`config.mk`:
```
export PLATFORM = sky130hd
export DESIGN_NAME = boot_button_sequencer
export DESIGN_NICKNAME = d
export VERILOG_FILES = /design/src/rtl/boot_button_sequencer.sv
export SDC_FILE = /design/constraint.sdc
export NUM_CORES = 1
export LEC_CHECK = 0
export ABC_AREA = 1
export BUFFER_PORTS_ARGS = -buffer_cell sky130_fd_sc_hd__buf_2
export CORE_MARGIN = 4
export CORE_UTILIZATION = 45
export DETAILED_ROUTE_END_ITERATION = 8
export PLACE_DENSITY = 0.68
export SLEW_MARGIN = 25
export SYNTH_ARGS = -nofsm -noshare
export SYNTH_HDL_FRONTEND = slang
export SYNTH_SLANG_ARGS = --single-unit
```
`constraint.sdc`:
```
create_clock -name sysclk_buf -period 4.7 [get_ports sysclk_buf]
set_input_delay 0.94 -clock sysclk_buf [delete_from_list [all_inputs] [get_ports sysclk_buf]]
set_output_delay 0.94 -clock sysclk_buf [all_outputs]
set_load 0.05 [all_outputs]
```
`src/rtl/boot_button_sequencer.sv`:
```
// Power-up / front-panel sequencer: debounces r,b,h,c buttons, sequences reset -> boot delay -> boot pulse, then maps presses to core requests.
// Latency: button edge to output = 2 sync + DEBOUNCE_MAX + 1 debounce update + 1 press register + 1 output register cycles.
// Backpressure: none; presses arriving in states that ignore them are dropped, and an active interrupt pulse is never retriggered.
module boot_button_sequencer #(
  parameter logic [19:0] DEBOUNCE_MAX = 20'd1000000,
  parameter int unsigned RESET_CYCLES = 64,
  parameter int unsigned BOOT_DELAY   = 16,
  parameter int unsigned PULSE_CYCLES = 8
) (
  input  logic       sysclk_buf,
  input  logic       reset,
  input  logic       dcm_locked,
  input  logic       button_r,
  input  logic       button_b,
  input  logic       button_h,
  input  logic       button_c,
  output logic       cpu_reset,
  output logic       boot,
  output logic       halt,
  output logic       interrupt,
  output logic [2:0] state_out
);

  localparam int unsigned CNT_MAX0 = (RESET_CYCLES > BOOT_DELAY) ? RESET_CYCLES : BOOT_DELAY;
  localparam int unsigned CNT_MAX  = (CNT_MAX0 > PULSE_CYCLES) ? CNT_MAX0 : PULSE_CYCLES;
  localparam int unsigned CW       = $clog2(CNT_MAX + 1);
  localparam int unsigned PW       = $clog2(PULSE_CYCLES + 1);

  localparam logic [CW-1:0] LOAD_RESET = CW'(RESET_CYCLES - 1);
  localparam logic [CW-1:0] LOAD_DELAY = CW'(BOOT_DELAY - 1);
  localparam logic [CW-1:0] LOAD_BOOT  = CW'(PULSE_CYCLES - 1);
  localparam logic [PW-1:0] LOAD_INT   = PW'(PULSE_CYCLES - 1);

  typedef enum logic [2:0] {
    S_WAIT_LOCK  = 3'd0,
    S_RESET      = 3'd1,
    S_BOOT_DELAY = 3'd2,
    S_BOOT       = 3'd3,
    S_RUN        = 3'd4
  } state_t;

  // Button bit order everywhere below: [0]=r, [1]=b, [2]=h, [3]=c.
  logic [3:0]  btn_raw;
  logic [3:0]  sync1_q;
  logic [3:0]  sync2_q;
  logic [3:0]  deb_q;
  logic [3:0]  deb_prev_q;
  logic [3:0]  press_q;
  logic [19:0] db_cnt_q [4];

  logic press_r;
  logic press_b;
  logic press_h;
  logic press_c;

  state_t        state_q, state_d;
  logic [CW-1:0] cnt_q, cnt_d;
  logic          halt_q, halt_d;
  logic          int_q, int_d;
  logic [PW-1:0] int_cnt_q, int_cnt_d;
  logic          cpu_reset_q;
  logic          boot_q;

  assign btn_raw = {button_c, button_h, button_b, button_r};
  assign press_r = press_q[0];
  assign press_b = press_q[1];
  assign press_h = press_q[2];
  assign press_c = press_q[3];

  // Synchronize, debounce and edge-detect the four buttons; a press is a 1-cycle pulse on a debounced rise.
  always_ff @(posedge sysclk_buf) begin
    if (reset) begin
      sync1_q    <= '0;
      sync2_q    <= '0;
      deb_q      <= '0;
      deb_prev_q <= '0;
      press_q    <= '0;
      for (int i = 0; i < 4; i++) begin
        db_cnt_q[i] <= '0;
      end
    end else begin
      sync1_q    <= btn_raw;
      sync2_q    <= sync1_q;
      deb_prev_q <= deb_q;
      press_q    <= deb_q & ~deb_prev_q;
      for (int i = 0; i < 4; i++) begin
        if (sync2_q[i] != deb_q[i]) begin
          if (db_cnt_q[i] == DEBOUNCE_MAX) begin
            deb_q[i]    <= sync2_q[i];
            db_cnt_q[i] <= '0;
          end else begin
            db_cnt_q[i] <= db_cnt_q[i] + 20'd1;
          end
        end else begin
          // Agreement at any point restarts the qualification window.
          db_cnt_q[i] <= '0;
        end
      end
    end
  end

  // Next-state logic: lock loss beats a reset press, which beats everything the current state would do.
  always_comb begin
    state_d   = state_q;
    cnt_d     = cnt_q;
    halt_d    = halt_q;
    int_d     = int_q;
    int_cnt_d = int_cnt_q;

    if ((state_q != S_WAIT_LOCK) && !dcm_locked) begin
      state_d = S_WAIT_LOCK;
      cnt_d   = '0;
    end else if ((state_q != S_WAIT_LOCK) && press_r) begin
      state_d = S_RESET;
      cnt_d   = LOAD_RESET;
    end else begin
      case (state_q)
        S_WAIT_LOCK: begin
          if (dcm_locked) begin
            state_d = S_RESET;
            cnt_d   = LOAD_RESET;
          end
        end
        S_RESET: begin
          if (cnt_q == '0) begin
            state_d = S_BOOT_DELAY;
            cnt_d   = LOAD_DELAY;
          end else begin
            cnt_d = cnt_q - CW'(1);
          end
        end
        S_BOOT_DELAY: begin
          if (cnt_q == '0) begin
            state_d = S_BOOT;
            cnt_d   = LOAD_BOOT;
          end else begin
            cnt_d = cnt_q - CW'(1);
          end
        end
        S_BOOT: begin
          if (cnt_q == '0) begin
            state_d = S_RUN;
          end else begin
            cnt_d = cnt_q - CW'(1);
          end
        end
        S_RUN: begin
          if (press_b) begin
            state_d = S_BOOT_DELAY;
            cnt_d   = LOAD_DELAY;
          end
        end
        default: begin
          state_d = S_WAIT_LOCK;
          cnt_d   = '0;
        end
      endcase
    end

    // Halt is held clear through lock wait and reset, so an h press coincident with r is lost.
    if ((state_d == S_WAIT_LOCK) || (state_d == S_RESET)) begin
      halt_d = 1'b0;
    end else if (press_h && ((state_q == S_RUN) || (state_q == S_BOOT))) begin
      halt_d = ~halt_q;
    end

    // Interrupt pulse lives only while the FSM stays in S_RUN; presses during a pulse are ignored.
    if ((state_q != S_RUN) || (state_d != S_RUN)) begin
      int_d     = 1'b0;
      int_cnt_d = '0;
    end else if (int_q) begin
      if (int_cnt_q == '0) begin
        int_d = 1'b0;
      end else begin
        int_cnt_d = int_cnt_q - PW'(1);
      end
    end else if (press_c) begin
      int_d     = 1'b1;
      int_cnt_d = LOAD_INT;
    end
  end

  // FSM register; outputs are decoded from the next state so they change on the same edge as state_out.
  always_ff @(posedge sysclk_buf) begin
    if (reset) begin
      state_q     <= S_WAIT_LOCK;
      cnt_q       <= '0;
      halt_q      <= 1'b0;
      int_q       <= 1'b0;
      int_cnt_q   <= '0;
      cpu_reset_q <= 1'b1;
      boot_q      <= 1'b0;
    end else begin
      state_q     <= state_d;
      cnt_q       <= cnt_d;
      halt_q      <= halt_d;
      int_q       <= int_d;
      int_cnt_q   <= int_cnt_d;
      cpu_reset_q <= (state_d == S_WAIT_LOCK) || (state_d == S_RESET);
      boot_q      <= (state_d == S_BOOT);
    end
  end

  assign cpu_reset = cpu_reset_q;
  assign boot      = boot_q;
  assign halt      = halt_q;
  assign interrupt = int_q;
  assign state_out = state_q;

endmodule

```
==> results of run 1 <==
-- worst register-to-register path, stage by stage (launching register included) --
cell and delay, ns:
edfxtp_1 0.47, inv_1 0.11, ha_1 0.14, nand3_1 0.09, nor3_1 0.22, nand3_1 0.13, nand2_1 0.61, nor2_1 0.13
-- logic make-up after synthesis --
| group | Yosys count |
|---|---|
| adders and majority gates | 11 |
| other | 1 |
| DFF | 118 |
| AOI/OAI and AO/OA | 76 |
| xor gates and xnor gates | 36 |
| and+or+nand+nor | 475 |
| buffers and inverters | 122 |
-- final timing paths --
| check | start | to | slack, ns |
|---|---|---|---|
| max | db_cnt_q[0][0]$_SDFFCE_PP0P_ | db_cnt_q[0][9]$_SDFFCE_PP0P_ | 2.52 |
| min | deb_prev_q[2]$_SDFF_PP0_ | press_q[2]$_SDFF_PP0_ | 0.39 |
| max reg2reg | db_cnt_q[0][0]$_SDFFCE_PP0P_ | db_cnt_q[0][9]$_SDFFCE_PP0P_ | 2.52 |
| min reg2reg | deb_prev_q[2]$_SDFF_PP0_ | press_q[2]$_SDFF_PP0_ | 0.39 |
-- registers in the layout (all words and copies together) (netlist names) --
register	cells
db_cnt_q	80
press_q	4
deb_prev_q	4
deb_q	4
cpu_reset	1
sync1_q	4
boot	1
halt	1
state_out	3
sync2_q	4
interrupt	1
cnt_q	7
int_cnt_q	4
-- cell type report --
class | instances | area, um2
Tap cell | 184 | 230
Multi-Input combinational cell | 678 | 3440
Clock buffer | 19 | 464
Clock inverter | 13 | 76.3
Fill cell | 1378 | 6780
Sequential cell | 118 | 3160
Inverter | 112 | 424
Timing Repair Buffer | 13 | 65.1
-- per-layer routing --
| layer | vias up | GRT usage (%) |
|---|---|---|
| met5 | - | 0 |
| met4 | 0 | 6.53 |
| met3 | 26 | 4.15 |
| met2 | 110 | 26.6 |
| met1 | 2456 | 22.5 |
| li1 | 2876 | - |
-- metrics by stage --
stage | hold WS [ns] | cells | instance area (um2)
6_report | 0.393 | 1137 | 7860
5_1_grt | 0.412 | 1137 | 7860
4_1_cts | 0.395 | 1137 | 7860
3_5_place_dp | 0.387 | 1105 | 7320
3_3_place_gp | 0.382 | 1105 | 7320
2_1_floorplan | 0.373 | 918 | 7100
-- power by group through the flow --
stage                     logic (mW)  registers, mW  clock network, mW
after floorplan                0.440           1.29                  0
after global placement         0.565           1.27                  0
after detailed placement       0.567           1.28                  0
after CTS                      0.572           1.25               1.20
after global routing           0.657           1.27               1.26
final                          0.571           1.25               1.18
-- cell usage in the layout, fill, tap and decap left out, types with 17 or more instances in the layout --
cell type / n
nand2_1: 166
o21ai_0: 17
inv_1: 99
clkbuf_16: 18
nor3_1: 30
dfxtp_1: 38
conb_1: 80
a21oi_1: 49
nand3_1: 43
edfxtp_1: 80
nand4_1: 24
nor2_1: 139
xor2_1: 24
==> flow_metrics.tcl, run 1 <==
set metrics [dict create \
    area_growth_pct 15.6 \
    drtIter0Drc 455 \
    syn_area_um2 6800 \
    hold_viol_final 0 \
    drt-total-wl_mm 13.1 \
    pwr-share-seq_pct 41.8 \
    finalSetupTns_ns 0 \
    post_cts_buffers 0 \
    highest_layer "met4" \
    netSwitchingPower_mw 0.922 \
    synth_most_common_cell "nand2_1" \
    clkPwrFrac_pct 39.2 \
    pwr-share-comb_pct 19.0 \
    routed_via_density 4.81 \
    internal-power_mw 2.08 \
    syn_avg_cell_area_um2 8.11 \
    cts_buffers 17 \
    ant_nets 0 \
    h-tree-depth 4 \
    cp_cell_sequence "inv_1, ha_1, nand3_1, nor3_1, nand3_1, nand2_1, nor2_1" \
    grt_pass1_vias 5225 \
    grt_pass1_wl_mm 23.3 \
    fin_total_pwr_mw 3.00 \
    rsz0062_at_grt "false" \
    arrival_ns 2.32 \
    synthMuxAreaShare_pct 0 \
    status "finished, final reports clean" \
    tightest_slew_ns 0.806 \
    yosys.area_share.adder_pct 2.02 \
    die_x_um 131 \
    clkTransAtPathRegs_ns 0.06 \
    required_ns 4.84 \
    portBuffers 13 \
    layout-drive-gt1-share_pct 12.4 \
    post_synth_inst_count 839 \
    ys.flop_type "edfxtp_1" \
    n_antenna_cell 0 \
    timing.critical_path.mode_cell "nand3_1" \
    path_buf_inv 1 \
    wl_met3_um 463 \
    crit_fanout 20 \
    clock.fmax_mhz 459 \
    dr.pass1.iters 5 \
    fin_crit_sh_pct 46.4 \
    relSlewSlack_pct 46.1 \
    synth_top_family_by_area "simple AND/OR/NAND/NOR gates" \
    synth-simple-area-share_pct 33.7 \
    hpwl_mm 9.67 \
    final_core_util_pct 53.7 \
    cpPeakStageDelay_ns 0.61 \
    min_period_ns 2.18 \
    cts_hold_buf 0 \
    cts_tree "built" \
    synth_top_area_cell "edfxtp_1" \
    cts_resized 0 \
    worstSetupPathDepth 7 \
    clk_path_buf_depth 2 \
    placement.setup.worst_slack_ns 2.09 \
    grt_max_degree 21 \
    vias 5468 \
    start_util_pct 46.4 \
    slew_viol_final 0 \
    met2_length_mm 5.93 \
    ir_worst_vdd_v 0.000287 \
    seq_area_frac_synth_pct 46.5 \
    synth_xor_xnor_area_share_pct 4.64 \
    p_leak_nw 3.23 \
    async_flop_share_pct 0 \
    synth_cell_type_count 41 \
    synth_top_cells_by_count "nand2_1 (166), nor2_1 (139), inv_1 (99)" \
    io-pin-count 14 \
    gp_congestion 0.858 \
    antenna_found_initial 0 \
    slowest_stage "nand2_1" \
    end_kind "flop" \
    synth_top_area_share_pct 35.3 \
    crit_type "reg2reg" \
    yosys_warnings 0 \
    max_cap_viol_count 0 \
    hold_path_class "reg2reg" \
    synth_compound_area_share_pct 5.80 \
    critPathLaunchType "flop" \
    setup_viol 0 \
    grt.overflow.total 0 \
    clock_latency_ns 0.42 \
    nNetsFinal 958 \
    grt_util_all_layers_pct 16.9 \
    drcViolationCount 0 \
    wl_met1_mm 6.49 \
    numClockSinks 118 \
    cts_root_buffer "clkbuf_16" \
    synth_area_leaders "edfxtp_1 (35%), dfxtp_1 (11%), nand2_1 (9.2%)" \
    ys_ff_latch 118 \
    synth_edf_count 80 \
    die_area_um2 17100 \
    min_path_cells 1 \
    cp_top_family "simple AND/OR/NAND/NOR gates" \
    switching_share_pct 30.7 \
    finClkSkew_ns 0.00645 \
    p_per_area_nw_per_um2 382 \
    wl_per_cell_um 11.5 \
    setup_slack_ns 2.52 \
    die_y_um 131 \
    core_um2 14600 \
    rows 44 \
    reg2reg_depth 7 \
]
Power figures use the tool's default switching activity.
==> run 2, diff against run 1 <==
--- a/config.mk
+++ b/config.mk
@@ -5,12 +5,12 @@
 export SDC_FILE = /design/constraint.sdc
 export NUM_CORES = 1
 export LEC_CHECK = 0
-export ABC_AREA = 1
+export ABC_AREA = 0
 export BUFFER_PORTS_ARGS = -buffer_cell sky130_fd_sc_hd__buf_2
 export CORE_MARGIN = 4
 export CORE_UTILIZATION = 45
 export DETAILED_ROUTE_END_ITERATION = 8
-export PLACE_DENSITY = 0.68
+export PLACE_DENSITY = 0.71
 export SLEW_MARGIN = 25
 export SYNTH_ARGS = -nofsm -noshare
 export SYNTH_HDL_FRONTEND = slang
==> constraint.sdc (replaced) <==
create_clock -name sysclk_buf -period 1.9 [get_ports sysclk_buf]
set_input_delay 0.38 -clock sysclk_buf [delete_from_list [all_inputs] [get_ports sysclk_buf]]
set_output_delay 0.38 -clock sysclk_buf [all_outputs]
set_load 0.05 [all_outputs]
==> flow_metrics.tcl, run 2 <==
set metrics [dict create \
    status "finished with violations" \
    failed_checks "setup timing" \
    placement.setup.worst_slack_ns -0.196 \
    synth_edf_count 80 \
    largest_reg_flops 80 \
    ant_nets 0 \
    hpwl_mm 9.23 \
    seq_area_frac_synth_pct 50.3 \
    critPathLaunchType "flop" \
    start_util_pct 46.7 \
    cts_root_buffer "clkbuf_16" \
    post_synth_inst_count 637 \
    die_area_um2 15900 \
    max_cap_viol_count 0 \
    clock_latency_ns 0.42 \
    cp_top_family "simple AND/OR/NAND/NOR gates" \
    clkTransAtPathRegs_ns 0.05 \
    stdcell_count 986 \
    n_antenna_cell 0 \
    antenna_found_initial 0 \
    layout-drive-gt1-share_pct 22.0 \
    nNetsFinal 815 \
    slowest_stage "or4_1" \
    cts_buffers 17 \
    crit_fanout 7 \
    finClkSkew_ns 0.00627 \
    die_x_um 126 \
    slew_viol_final 0 \
    multiInputGateArea_um2 3410 \
    synth_top_area_share_pct 38.2 \
    grt_util_all_layers_pct 17.5 \
    ir_worst_vdd_v 0.000653 \
    p_leak_nw 2.96 \
    tightest_slew_ns 0.621 \
    drcViolationCount 0 \
    io-pin-count 14 \
    grt_pass1_wl_mm 22.9 \
    grt_pass1_vias 4995 \
    routed_via_density 5.28 \
    p_per_area_nw_per_um2 790 \
    yosys_warnings 0 \
    syn_avg_cell_area_um2 9.87 \
    wl_per_cell_um 13.7 \
    reg_top3 "db_cnt_q (80), cnt_q (7)" \
    setup_slack_ns -0.168 \
    vias 5211 \
    cts_tree "built" \
    area_growth_pct 28.8 \
    numClockSinks 118 \
    arrival_ns 2.23 \
    clk_path_buf_depth 2 \
    synth_cell_type_count 59 \
    crit_type "reg2reg" \
    syn_area_um2 6290 \
    dr.pass1.iters 5 \
    synth_most_common_cell "edfxtp_1" \
    ys.flop_type "edfxtp_1" \
    min_period_ns 2.07 \
    drt-total-wl_mm 13.5 \
    relSlewSlack_pct 58.3 \
    hold_path_startpoint "button_b" \
    fillers 1141 \
    required_ns 2.07 \
    setup_viol 42 \
    final_cell_mix "edfxtp_1 (80), conb_1 (80), buf_4 (64)" \
    h-tree-depth 4 \
    grt.overflow.total 0 \
    hold_viol_final 0 \
    clock.fmax_mhz 483 \
    ys_ff_latch 118 \
    end_kind "flop" \
    hold_path_class "in2reg" \
    placedCellCount 948 \
    timing.critical_path.from "db_cnt_q[3][11]$_SDFFCE_PP0P_" \
    synth_top_cells_by_count "edfxtp_1 (80), nor2_1 (78), dfxtp_1 (38)" \
    gp_congestion 0.878 \
    fin_crit_sh_pct 109 \
    cpPeakStageDelay_ns 0.52 \
    regMostFlops "db_cnt_q" \
    core_um2 13500 \
    synth_area_leaders "edfxtp_1 (38%), dfxtp_1 (12%), nor2_1 (4.7%)" \
    cp_cell_sequence "or4_1, or4_4, o21ai_4, buf_6, nor2_2" \
    timing.rr.start "db_cnt_q[3][11]$_SDFFCE_PP0P_" \
    drtIter0Drc 334 \
    synth_top_area_cell "edfxtp_1" \
    async_flop_share_pct 0 \
    portBuffers 13 \
    grt_max_degree 17 \
    die_y_um 126 \
    rsz0062_at_grt "true" \
    final-seq-area_um2 3160 \
    rows 42 \
    path_buf_inv 1 \
]
[run 2: worst register-to-register path, cell delays in order, from the launching register on]
cell	delay, ns
edfxtp_1	0.40
or4_1	0.52
or4_4	0.45
o21ai_4	0.21
buf_6	0.18
nor2_2	0.05
[run 2: final cells by class]
class / instances / share of cell area [%]
multi-input cells: 543 / 42.1
flip-flops and latches: 118 / 39.1
clock inverters: 10 / 0.633
inverters: 32 / 1.48
clock buffers: 22 / 6.13
repair buffers: 85 / 7.85
well taps: 176 / 2.72
[run 2: through the flow]
stage | TNS, ns | util (%) | hold WS (ns) | instance area (um2) | power [mW]
6_report | -6.05 | 60.2 | 0.179 | 8100 | 6.40
5_1_grt | -8.21 | 60.2 | 0.179 | 8100 | 6.64
4_1_cts | -4.52 | 59.2 | 0.160 | 7960 | 6.42
3_5_place_dp | -5.40 | 54.1 | 0.372 | 7280 | 3.46
3_3_place_gp | -1.77 | 54.1 | 0.373 | 7280 | 3.44
2_1_floorplan | -1.07 | - | 0.367 | 6600 | 3.28
[run 2: cell families (layout without fill, tap and decap cells)]
kind of cell / Yosys count / count (layout) / synth area share (%)
adders and majority gates: 12 / 12 / 2.35
other: 1 / 80 / 0.0596
and+or+nand+nor: 293 / 293 / 25.7
buffers and inverters: 55 / 149 / 3.34
AOI/OAI and AO/OA: 97 / 97 / 9.65
muxes: 2 / 2 / 0.338
DFF: 118 / 118 / 50.3
xor gates and xnor gates: 59 / 59 / 8.22
[run 2: timing repair]
| action | in CTS | in global routing |
|---|---|---|
| gates resized for setup | 32 | 33 |
| endpoints found under the setup margin | 42 | 81 |
| setup buffers | 0 | 2 |
| hold buffers | 0 | 0 |
| gates cloned | 4 | 0 |
| endpoints found under the hold margin | 0 | 0 |
| pin swaps | 9 | 8 |
[run 2: final timing paths]
kind	end	slack, ns	cells after the start
worst max-delay path	db_cnt_q[3][16]$_SDFFCE_PP0P_	-0.17	5
worst min-delay path	sync1_q[1]$_SDFF_PP0_	0.18	2
worst max register to register	db_cnt_q[3][16]$_SDFFCE_PP0P_	-0.17	5
worst min register to register	press_q[2]$_SDFF_PP0_	0.38	1
[run 2: report_power, final]
part           leakage, nW  total [mW]  internal [mW]  switching [mW]
Sequential            1.14        2.96           2.85           0.110
Combinational         1.55       0.504          0.228           0.275
Clock                0.275        2.93           1.83            1.11
Total                 2.96        6.40           4.91            1.49
[run 2: routing by layer]
layer / wire length (um) / vias to the layer above / global-route usage (%)
li1: - / 2581 / -
met1: 6200 / 2497 / 22.8
met2: 6500 / 108 / 27.7
met3: 528 / 25 / 4.61
met4: 255 / 0 / 7.57
met5: 0 / - / 0
